### config.mk
export PLATFORM = sky130hd
export DESIGN_NAME = fifo_rd_fwft
export DESIGN_NICKNAME = d
export VERILOG_FILES = /design/src/rtl/fifo_rd_fwft.sv
export SDC_FILE = /design/constraint.sdc
export NUM_CORES = 1
export LEC_CHECK = 0
export BUFFER_PORTS_ARGS = -buffer_cell sky130_fd_sc_hd__buf_2
export CAP_MARGIN = 15
export CORE_UTILIZATION = 52
export DETAILED_ROUTE_END_ITERATION = 10
export PLACE_DENSITY = 0.83
export SYNTH_ARGS = -nofsm -noshare
export SYNTH_HDL_FRONTEND = slang
export SYNTH_SLANG_ARGS = --single-unit
export TNS_END_PERCENT = 10
### constraint.sdc
create_clock -name rclk -period 6.7 [get_ports rclk]
set_input_delay 0.67 -clock rclk [delete_from_list [all_inputs] [get_ports rclk]]
set_output_delay 0.67 -clock rclk [all_outputs]
set_load 0.01 [all_outputs]
### src/rtl/fifo_rd_fwft.sv
`default_nettype none
// ============================================================================
// Module   : fifo_rd_fwft
// Purpose  : Read-domain controller of an asynchronous FIFO. Owns the
//            binary/Gray read pointer and the registered empty flag, drives
//            the address of the asynchronous-read FIFO memory and presents a
//            first-word-fall-through valid/ready output stage built from a
//            single output register.
// Revision : 1.0 - initial release
// ----------------------------------------------------------------------------
// Ports
//   rclk       in   1     read-domain clock
//   rrst_n     in   1     asynchronous active-low reset
//   rq2_wptr   in   AW+1  Gray write pointer, already synchronised into rclk
//   rdata_mem  in   DW    memory read data (combinational function of raddr)
//   raddr      out  AW    memory read address
//   rptr       out  AW+1  registered Gray read pointer (to the wclk synchroniser)
//   rempty     out  1     registered: no unfetched word in memory
//   rlevel     out  AW+1  registered count of unfetched words in memory
//   out_data   out  DW    output data register
//   out_valid  out  1     out_data holds a valid word
//   out_ready  in   1     consumer accepts out_data when out_valid=1
// ============================================================================
module fifo_rd_fwft #(
  parameter int DW = 8,
  parameter int AW = 4
) (
  input  logic          rclk,
  input  logic          rrst_n,
  input  logic [AW:0]   rq2_wptr,
  input  logic [DW-1:0] rdata_mem,
  output logic [AW-1:0] raddr,
  output logic [AW:0]   rptr,
  output logic          rempty,
  output logic [AW:0]   rlevel,
  output logic [DW-1:0] out_data,
  output logic          out_valid,
  input  logic          out_ready
);

  // Output stage: IDLE means the output register is empty, HOLD means it
  // carries a word the consumer has not yet accepted.
  typedef enum logic [0:0] {
    S_IDLE = 1'b0,
    S_HOLD = 1'b1
  } state_t;

  state_t          state_q, state_d;
  logic [AW:0]     rbin_q, rbin_d;
  logic [AW:0]     rgray_q, rgray_d;
  logic [AW:0]     rlevel_q, rlevel_d;
  logic            rempty_q, rempty_d;
  logic [DW-1:0]   out_data_q, out_data_d;
  logic            fetch;

  function automatic logic [AW:0] gray2bin(input logic [AW:0] g);
    logic [AW:0] b;
    b[AW] = g[AW];
    for (int i = AW - 1; i >= 0; i--) begin
      b[i] = b[i+1] ^ g[i];
    end
    return b;
  endfunction

  // Pointer, empty flag and level. The level is computed against the
  // post-fetch pointer so it matches what rempty will report next cycle.
  always_comb begin
    fetch    = !rempty_q && ((state_q == S_IDLE) || out_ready);
    rbin_d   = rbin_q + {{AW{1'b0}}, fetch};
    rgray_d  = (rbin_d >> 1) ^ rbin_d;
    // Full AW+1-bit Gray compare: equal pointers including the wrap bit
    // means nothing is left to fetch.
    rempty_d = (rgray_d == rq2_wptr);
    rlevel_d = gray2bin(rq2_wptr) - rbin_d;
  end

  // Output-stage next state. A fetch always reloads the output register,
  // whether the stage was empty or its word is being popped this cycle.
  always_comb begin
    state_d    = state_q;
    out_data_d = out_data_q;
    case (state_q)
      S_IDLE: begin
        if (fetch) begin
          out_data_d = rdata_mem;
          state_d    = S_HOLD;
        end
      end
      S_HOLD: begin
        if (out_ready) begin
          if (fetch) begin
            out_data_d = rdata_mem;
          end else begin
            state_d = S_IDLE;
          end
        end
      end
      default: begin
        state_d = S_IDLE;
      end
    endcase
  end

  always_ff @(posedge rclk or negedge rrst_n) begin
    if (!rrst_n) begin
      state_q    <= S_IDLE;
      rbin_q     <= '0;
      rgray_q    <= '0;
      rempty_q   <= 1'b1;
      rlevel_q   <= '0;
      out_data_q <= '0;
    end else begin
      state_q    <= state_d;
      rbin_q     <= rbin_d;
      rgray_q    <= rgray_d;
      rempty_q   <= rempty_d;
      rlevel_q   <= rlevel_d;
      out_data_q <= out_data_d;
    end
  end

  assign raddr     = rbin_q[AW-1:0];
  assign rptr      = rgray_q;
  assign rempty    = rempty_q;
  assign rlevel    = rlevel_q;
  assign out_data  = out_data_q;
  assign out_valid = (state_q == S_HOLD);

endmodule
`default_nettype wire

==> flow_summary.yaml <==
detailed_routing:
  first_iter_violations: 1
  routed_wl_microns: 1780
  post_drt_wl_per_cell_microns: 11.5
  ant_nets: 0
  drc: 0
  route.met2.wl_microns: 822
  wl_met3_microns: 120
  vias: 756
  viasPerCell: 4.88
  wl_met1_microns: 813
  firstDrtPassIters: 2
  routed.top_layer: "met4"
cts:
  clock-root-buffer: "clkbuf_4"
  h-tree-depth: 1
  cts_tree: "built"
  postCtsSetupBuffers: 0
  cts.sinks: 24
  numCtsBuffers: 3
  cts.repair.resized: 0
  cts_buffer_depth: 2
  worstSkewPairLatency_ns: 0.30
  cts_hold_buf: 0
  path_clk_slew_ns: 0.12
floorplan:
  coreArea_sq_mm: 0.00200
  rows: 16
  dieArea_sq_mm: 0.00238
  die_w_microns: 48.8
  ioPinCount: 40
  die_h_microns: 48.8
  initial_core_util: 0.568
finish:
  design_area_sq_mm: 0.00139
  syn_to_final_growth_pct: 22.4
  multi_input_area_sq_um: 513
  diodes: 0
  num-nets-final: 151
  seq_area_sq_um: 602
  drive_above_1_share: 0.438
  fill_cells: 166
  final_util: 0.696
worst_setup_path:
  crit_family: "adder cells"
  cpMaxStageDelayCell: "a21oi_2"
  required_ns: 6.89
  cp-start-kind: "input port"
  cp.arrival_ns: 3.06
  cp_num_buf_inv: 3
  endpoint_kind: "flop"
  cp_common_cell: "ha_1"
  path_max_fanout: 9
  critPathKind: "input port to flop"
  crit_chain: "buf_2 > inv_1 > a21oi_2 > ha_1 > ha_1 > xor2_2 > inv_1 > ha_1 > a21oi_1 > maj3_1 > xnor2_1"
  max_stage_delay_ns: 0.39
global_routing:
  grt_usage: 0.176
  first_global_vias: 741
  grt_max_degree: 25
  grt_overflow: 0
  grt_first_pass_wirelength_microns: 3130
  antenna_found_initial: 0
power:
  p_int_w: 0.000438
  seqPwrFrac: 0.359
  p_sw_w: 0.000282
  swShare: 0.392
  p_leak_nw: 0.683
  p_clk_frac: 0.086
  powerDensity_mw_per_mm2: 517
  vdd_drop_max_uv: 329
  power_frac_comb: 0.555
timing:
  finalSetupTns_ns: 0
  skew_ns: 0.00608
  setup_violations: 0
  clock.fmax_mhz: 348
  period_minus_slack_ns: 2.87
  final_hold_viol_count: 0
  period_share: 0.429
  worst_pin_slew_ns: 0.515
  rsz0062_at_grt: "no"
  slew_viol_final: 0
  relSlewSlack: 0.657
yosys:
  yosys.cell_count.top_type: "dfrtp_1"
  ys_ff_latch: 24
  async_flop_share: 1.00
  syn_avg_cell_area_sq_um: 13.4
  yosys-top-cells-count: "23 x dfrtp_1, 12 x xnor2_1, 9 x xor2_1"
  syn_area_sq_mm: 0.00114
  synth_edf_count: 0
  synth_top_area_cell: "dfrtp_1"
  ys_top_cells_by_area: "dfrtp_1 51%, xnor2_1 9.2%, mux2_2 7.9%, xor2_1 6.9%, ha_1 5.5%"
  yosysSeqAreaShare: 0.529
  yosys_warnings: 0
  syn-num-nets: 107
  netlist.area_leader.share: 0.506
  synth_flop_cell: "dfrtp_1"
  syn_inst: 85
  synth_cell_types: 25
job:
  cap_violations: 0
place:
  port-buffer-count: 39
  place.gp.congestion: 0.721
  hpwl_microns: 1390
  dpl-instance-area_sq_mm: 0.00137
outcome:
  status: "completed"
worst_hold_path:
  hold_class: "input port to async pin"
[flip-flops by register name, summed over array words and instances, names as in the netlist]
register	count
rlevel	5
out_data	8
rempty	1
rptr	4
rbin_q	5
out_valid	1
[metrics by stage]
| stage | worst slack (ns) | hold WS [ns] | total power [W] | std cells |
|---|---|---|---|---|
| floorplan | 3.82 | 0.374 | 0.000549 | 85 |
| global placement | 3.57 | 0.459 | 0.000657 | 151 |
| detailed placement | 3.49 | 0.466 | 0.000667 | 151 |
| CTS | 3.80 | 0.331 | 0.000733 | 155 |
| global route | 3.61 | 0.351 | 0.000785 | 155 |
| finish | 3.83 | 0.316 | 0.000720 | 155 |
[per-layer routing]
layer / GRT usage / up-vias
met1: 0.236 / 353
met2: 0.275 / 32
met5: 0 / -
li1: - / 369
met3: 0.0409 / 2
met4: 0.0735 / 0
[final timing paths]
| path | start | end | slack, ns | cells past startpoint |
|---|---|---|---|---|
| max | out_ready | rlevel[4] | 3.83 | 11 |
| min | rrst_n | out_data[5] | 0.32 | 1 |
| max reg2reg | out_valid | rlevel[4] | 3.88 | 9 |
| min reg2reg | rempty | out_valid | 0.49 | 1 |
| max in group asynchronous | rrst_n | rempty | 6.01 | 1 |
| min in group rclk | rempty | out_valid | 0.49 | 1 |
[cell type report]
cell class / instances / area share
clock buffers: 4 / 0.0189
inverters: 6 / 0.0162
multi-input cells: 55 / 0.368
flip-flops and latches: 24 / 0.432
well taps: 27 / 0.0243
repair buffers: 39 / 0.140
[power groups by stage]
stage / sequential, W / clock (W) / combinational [W]
after floorplan: 0.000294 / 0 / 0.000255
after global placement: 0.000259 / 0 / 0.000398
after detailed placement: 0.000262 / 0 / 0.000405
after CTS: 0.000259 / 0.0000647 / 0.000409
after global routing: 0.000268 / 0.0000720 / 0.000445
final: 0.000258 / 0.0000620 / 0.000399
[worst register-to-register path, cell delays in order, from the launching register on]
cell     delay (ns)
dfrtp_1        0.42
a21oi_2        0.41
ha_1           0.31
ha_1           0.30
xor2_2         0.25
inv_1          0.10
ha_1           0.34
a21oi_1        0.08
maj3_1         0.36
xnor2_1        0.13
[placed cells by master, fill, tap and decap left out]
cell type,n
a21boi_0,1
a21o_1,1
a21oi_1,2
a21oi_2,1
and2_2,1
and3b_2,1
and4_1,1
buf_2,39
clkbuf_1,1
clkbuf_4,3
dfrtp_1,23
dfstp_2,1
fa_1,1
ha_1,5
inv_1,6
maj3_1,1
mux2_1,1
mux2_2,8
nand2_1,2
nand3_1,2
nor2_1,1
o211ai_1,1
o21ai_0,1
o2bb2ai_1,1
xnor2_1,12
xnor2_2,1
xor2_1,9
xor2_2,1
[logic make-up after synthesis]
| kind of cell | synth area share |
|---|---|
| flip-flops | 0.529 |
| XOR/XNOR | 0.190 |
| multiplexers | 0.0891 |
| adder cells (fa/ha/maj) | 0.0814 |
| AO/OA/AOI/OAI | 0.0484 |
| AND/OR/NAND/NOR | 0.0418 |
| buffers and inverters | 0.0198 |
No activity file was read; power rests on OpenSTA's default activity.
